--- src/rtl/ex_arb_pkg.sv ---
// ex_arb_pkg: shared FSM states, owner encoding and ALU opcodes for ex_alu_arbiter
package ex_arb_pkg;
  typedef enum logic [1:0] {IDLE, EXEC, RESP} state_t;
  localparam logic OWN_EX   = 1'b0;
  localparam logic OWN_HOST = 1'b1;
  localparam logic [3:0] ALU_ADD  = 4'd0;
  localparam logic [3:0] ALU_SUB  = 4'd1;
  localparam logic [3:0] ALU_AND  = 4'd2;
  localparam logic [3:0] ALU_OR   = 4'd3;
  localparam logic [3:0] ALU_XOR  = 4'd4;
  localparam logic [3:0] ALU_SLTU = 4'd5;
endpackage

--- src/rtl/ex_alu_arbiter_alu.sv ---
// alu: combinational ALU shared by the EX pipeline and the host/debug port
//   A, B     operands
//   aluctrl  operation code (ALU_* from ex_arb_pkg)
//   Z        result
//   overflow unsigned carry for ADD, borrow (A<B) for SUB/SLTU, else 0;
//            after SUB, zero/overflow/neither read as equal/less/greater
module alu
  import ex_arb_pkg::*;
#(
  parameter int DATA_WIDTH    = 32,
  parameter int ALUCTRL_WIDTH = 4
) (
  input  logic [DATA_WIDTH-1:0]    A,
  input  logic [DATA_WIDTH-1:0]    B,
  input  logic [ALUCTRL_WIDTH-1:0] aluctrl,
  output logic [DATA_WIDTH-1:0]    Z,
  output logic                     overflow
);
  logic [DATA_WIDTH:0] sum, dif;
  assign sum = {1'b0, A} + {1'b0, B};
  assign dif = {1'b0, A} - {1'b0, B};
  always_comb begin
    Z = aluctrl == ALUCTRL_WIDTH'(ALU_ADD)  ? sum[DATA_WIDTH-1:0] :
        aluctrl == ALUCTRL_WIDTH'(ALU_SUB)  ? dif[DATA_WIDTH-1:0] :
        aluctrl == ALUCTRL_WIDTH'(ALU_AND)  ? A & B :
        aluctrl == ALUCTRL_WIDTH'(ALU_OR)   ? A | B :
        aluctrl == ALUCTRL_WIDTH'(ALU_XOR)  ? A ^ B :
        aluctrl == ALUCTRL_WIDTH'(ALU_SLTU) ? {{(DATA_WIDTH-1){1'b0}}, dif[DATA_WIDTH]} : '0;
    overflow = aluctrl == ALUCTRL_WIDTH'(ALU_ADD) ? sum[DATA_WIDTH] :
               (aluctrl == ALUCTRL_WIDTH'(ALU_SUB) || aluctrl == ALUCTRL_WIDTH'(ALU_SLTU)) ? dif[DATA_WIDTH] : 1'b0;
  end
endmodule

--- src/rtl/ex_alu_arbiter.sv ---
// ex_alu_arbiter: shares one ALU between pipeline EX (req0) and host/debug (req1), one op in flight
//   clk, rst_n               clock, async active-low reset
//   reqN_valid/ready         request handshake; reqN_a, reqN_b, reqN_ctrl operands and opcode
//   rspN_valid/ready         response handshake for the owner of the in-flight op
//   rsp_data/zero/ovf        shared registered result and flags, qualified by rspN_valid
//   busy                     FSM not in IDLE
//   EX_ARB_RR_EN defined     round-robin on ties; otherwise req0 wins ties
module ex_alu_arbiter
  import ex_arb_pkg::*;
#(
  parameter int DATA_WIDTH    = 32,
  parameter int ALUCTRL_WIDTH = 4
) (
  input  logic                     clk,
  input  logic                     rst_n,
  input  logic                     req0_valid,
  output logic                     req0_ready,
  input  logic [DATA_WIDTH-1:0]    req0_a,
  input  logic [DATA_WIDTH-1:0]    req0_b,
  input  logic [ALUCTRL_WIDTH-1:0] req0_ctrl,
  input  logic                     req1_valid,
  output logic                     req1_ready,
  input  logic [DATA_WIDTH-1:0]    req1_a,
  input  logic [DATA_WIDTH-1:0]    req1_b,
  input  logic [ALUCTRL_WIDTH-1:0] req1_ctrl,
  output logic                     rsp0_valid,
  input  logic                     rsp0_ready,
  output logic                     rsp1_valid,
  input  logic                     rsp1_ready,
  output logic [DATA_WIDTH-1:0]    rsp_data,
  output logic                     rsp_zero,
  output logic                     rsp_ovf,
  output logic                     busy
);
  state_t state, state_nx;
  logic [DATA_WIDTH-1:0] a_q, b_q, z;
  logic [ALUCTRL_WIDTH-1:0] ctrl_q;
  logic owner_q, ovf, win, accept;
`ifdef EX_ARB_RR_EN
  logic last_grant;
  assign win = (req0_valid && req1_valid) ? ~last_grant : ~req0_valid;
  always_ff @(posedge clk or negedge rst_n)
    if (!rst_n) last_grant <= OWN_HOST;
    else if (accept) last_grant <= win;
`else
  assign win = ~req0_valid;
`endif
  alu #(.DATA_WIDTH(DATA_WIDTH), .ALUCTRL_WIDTH(ALUCTRL_WIDTH)) u_alu (
    .A(a_q), .B(b_q), .aluctrl(ctrl_q), .Z(z), .overflow(ovf)
  );
  always_comb begin
    accept     = state == IDLE && (req0_valid || req1_valid);
    req0_ready = accept && !win;
    req1_ready = accept && win;
    rsp0_valid = state == RESP && owner_q == OWN_EX;
    rsp1_valid = state == RESP && owner_q == OWN_HOST;
    busy       = state != IDLE;
    state_nx   = state == IDLE ? (accept ? EXEC : IDLE) :
                 state == EXEC ? RESP :
                 ((owner_q ? rsp1_ready : rsp0_ready) ? IDLE : RESP);
  end
  always_ff @(posedge clk or negedge rst_n)
    if (!rst_n) begin
      state    <= IDLE;
      a_q      <= '0;
      b_q      <= '0;
      ctrl_q   <= '0;
      owner_q  <= OWN_EX;
      rsp_data <= '0;
      rsp_zero <= 1'b0;
      rsp_ovf  <= 1'b0;
    end else begin
      state <= state_nx;
      if (accept) begin
        a_q     <= win ? req1_a : req0_a;
        b_q     <= win ? req1_b : req0_b;
        ctrl_q  <= win ? req1_ctrl : req0_ctrl;
        owner_q <= win;
      end
      if (state == EXEC) begin
        rsp_data <= z;
        rsp_zero <= ~|z;
        rsp_ovf  <= ovf;
      end
    end
endmodule
--- config.mk ---
export PLATFORM = sky130hd
export DESIGN_NAME = ex_alu_arbiter
export DESIGN_NICKNAME = d
export VERILOG_FILES = /design/src/rtl/ex_arb_pkg.sv /design/src/rtl/ex_alu_arbiter_alu.sv /design/src/rtl/ex_alu_arbiter.sv
export SDC_FILE = /design/constraint.sdc
export NUM_CORES = 1
export LEC_CHECK = 0
export CAP_MARGIN = 20
export CORE_ASPECT_RATIO = 0.7
export CORE_MARGIN = 2
export CORE_UTILIZATION = 56
export CTS_BUF_LIST = sky130_fd_sc_hd__clkbuf_4
export DETAILED_ROUTE_END_ITERATION = 10
export PLACE_DENSITY_LB_ADDON = 0.25
export REMOVE_ABC_BUFFERS = 1
export SLEW_MARGIN = 25
export SYNTH_ARGS = -nofsm -noshare
export SYNTH_HDL_FRONTEND = slang
export SYNTH_SLANG_ARGS = --single-unit
export TNS_END_PERCENT = 20
--- constraint.sdc ---
create_clock -name clk -period 4.85 [get_ports clk]
set_input_delay 1.2125 -clock clk [delete_from_list [all_inputs] [get_ports clk]]
set_output_delay 1.2125 -clock clk [all_outputs]
set_load 0.02 [all_outputs]
==> out/metrics.cfg <==
[synthesis]
synth_warnings=0
synth_top_area_frac=0.255
synth_area_leaders=dfrtp_1, ha_1, a21oi_1
synth_area_mm2=0.0103
synth_edf_count=0
yosys_register_bits=105
seq_area_frac_synth=0.255
yosysTopAreaCell=dfrtp_1
ys.flop_type=dfrtp_1
async_flop_share=1.00
syn-mean-instance-area_um2=7.54
ys_types=87
syn_inst=1369

[worst_setup_path]
slowest_delay_ns=0.55
cp_max_fo=5
worst-path-stages=16
crit_required_ns=5.30
cp.arrival_ns=4.77
crit_chain=inv_1 > ha_1 > inv_1 > fa_1 > nor2b_1 > o21ai_1 > a21oi_1 > o211ai_1 > nand2_1 > a2111oi_0 > o211ai_1 > nor4_1 > buf_4 > nand4_1 > nand4b_1 > o41ai_2
end_kind=flip-flop
crit_slowest_cell=a2111oi_0
reg2reg_depth=16
critPathTopFamily=compound AO/OA/AOI/OAI gates
reg2reg_slack_ns=0.52
start_kind=flip-flop
critPathBufInv=3
critPathKind=flip-flop to flip-flop

[outcome]
outcome=finished clean

[detailed_routing]
drt-pass1-iter-count=8
routed_wl_um=38500
viasPerCell=6.66
initialDrtViolationCount=1615
vias=11500
routedWlPerCell_um=22.2
ant_nets=0
route.detailed.drc=0

[power]
p_per_area_mw_per_mm2=817
cellLeakagePower_nw=5.30
p_switching_w=0.00591
p_int_w=0.00424
switching_share=0.582
p_comb_frac=0.787
max-vdd-ir-drop_mv=0.659
pwr-share-clk=0.050
p_seq_frac=0.162

[clocking]
path_clk_slew_ns=0.20
post_cts_buffers=0
post_cts_resized=0
clk_latency_ns=0.52
h-tree-depth=3
cts_made_buffers=9
postCtsHoldBufs=0
cts_buffer_depth=2
cts_tree=yes
cts_sinks=105
root_buffer=clkbuf_4

[floorplan]
dieArea_mm2=0.0196
initial_core_util=0.572
die_w_um=166
die_h_um=118
rows=41
core-area_mm2=0.0181
pin_count=181

[finish]
final_net_count=1732
postLayoutCellArea_mm2=0.0124
fin_util=0.688
area_growth_pct=20.3
drive_above_1_share=0.0574
fin_cells=1734

[sta]
worstMarginPinSlew_ns=0.944
finalHoldViolCount=0
min_period_ns=4.33
setup_violations=0
rsz0062_at_grt=false
fin_skew_ns=0.0398
period_share=0.892
final_max_slew_viol_count=0
setup_tns_ns=0
max_freq_mhz=231
relSlewSlack=0.370

[global_route]
grtUsageMet3=0.0952
gr-max-usage-layer=met1
grt_pass1_wl_um=60100
grt_use_met2=0.533
grt_max_degree=69
gr-total-overflow=0
grt_usage=0.384
antenna_found_initial=1
use_met1=0.603
grt_pass1_vias=10500

[place]
dpl.cell_count=1717
post-dp-hpwl_um=29300
port_buffers=180
gp_congestion=1.08
placed_cell_area_mm2=0.0123

[flow_run]
max_cap_viol_count=0

[worst_hold_path]
hold_path.class=flip-flop to flip-flop
min_path_cells=2

-- power by group through the flow --
| stage | Clock (W) | Sequential, W | Combinational [W] |
|---|---|---|---|
| 2_1_floorplan | 0 | 0.00174 | 0.00486 |
| 3_5_place_dp | 0 | 0.00165 | 0.00761 |
| 5_1_grt | 0.000538 | 0.00170 | 0.00852 |
| 6_report | 0.000512 | 0.00165 | 0.00799 |
| 4_1_cts | 0.000507 | 0.00163 | 0.00764 |
| 3_3_place_gp | 0 | 0.00163 | 0.00757 |
-- state kept, by name, summed over array words and instances, names as in the netlist --
register,count
state,2
owner_q,1
ctrl_q,4
b_q,32
rsp_ovf,1
a_q,32
rsp_data,32
rsp_zero,1
-- routing by layer --
metal | up-vias | part of all wire
met5 | - | 0
met4 | 0 | 0.016
met3 | 63 | 0.13
met2 | 795 | 0.39
met1 | 5467 | 0.46
li1 | 5218 | -
-- final cells by class --
class | count | area, µm²
flip-flops and latches | 105 | 2630
repair buffers | 211 | 2050
fillers | 1526 | 5640
well taps | 236 | 295
diodes | 1 | 2.50
clock buffers | 11 | 82.6
multi-input cells | 1059 | 6900
inverters | 106 | 399
clock inverters | 5 | 62.6
-- kinds of logic (layout without fill, tap and decap cells) --
family          Yosys count  after routing  share of synthesized area
compound gates          526            526                      0.325
simple gates            411            411                      0.201
buf+inv                 205            333                     0.0770
flops                   105            105                      0.255
fa+ha+maj                98             98                      0.120
mux                      13             13                     0.0135
xor+xnor                 11             11                    0.00933
other cells               0              1                          0
-- cells in the final DEF (no fill, tap or decap), types with 18 or more instances in the layout --
cell	n
and2_1	69
nand3_1	18
dfrtp_1	105
nand2_1	108
nor2b_1	19
a211oi_1	18
clkdlybuf4s50_1	177
ha_1	96
inv_1	97
nor3_1	20
nor2_1	93
a31oi_1	74
buf_4	30
o21ai_0	79
a21oi_1	125
o22ai_1	77
-- metrics by stage --
step,power (W),worst slack (ns),hold WS (ns)
after floorplan,0.00660,0.857,0.488
final,0.0101,0.522,0.503
after global placement,0.00920,0.640,0.461
after CTS,0.00978,0.592,0.508
after detailed placement,0.00926,0.616,0.470
after global routing,0.0108,0.333,0.527
-- Yosys cell counts (19+ instances only) --
library cell,number
a21oi_1,125
clkbuf_1,82
nor2_1,93
and2_1,69
inv_1,99
nor3_1,20
dfrtp_1,105
a31oi_1,74
ha_1,96
nor2b_1,19
nand2_1,108
o22ai_1,77
o21ai_0,79
-- worst reg2reg max path, stage by stage (launching register included) --
cell and delay, ns:
dfrtp_1 0.42, inv_1 0.12, ha_1 0.20, inv_1 0.06, fa_1 0.44, nor2b_1 0.17, o21ai_1 0.28, a21oi_1 0.22
o211ai_1 0.37, nand2_1 0.09, a2111oi_0 0.55, o211ai_1 0.18, nor4_1 0.38, buf_4 0.19, nand4_1 0.08, nand4b_1 0.23
o41ai_2 0.29
-- final timing paths --
check	end	from
max	rsp_zero$_DFFE_PN0N_	a_q[0]$_DFFE_PN0P_
min	rsp_data[1]$_DFFE_PN0N_	rsp_data[1]$_DFFE_PN0N_
max reg2reg	rsp_zero$_DFFE_PN0N_	a_q[0]$_DFFE_PN0P_
min reg2reg	rsp_data[1]$_DFFE_PN0N_	rsp_data[1]$_DFFE_PN0N_
max in group asynchronous	a_q[14]$_DFFE_PN0P_	rst_n
min in group asynchronous	rsp_data[5]$_DFFE_PN0N_	rst_n
Power figures use the tool's default switching activity.
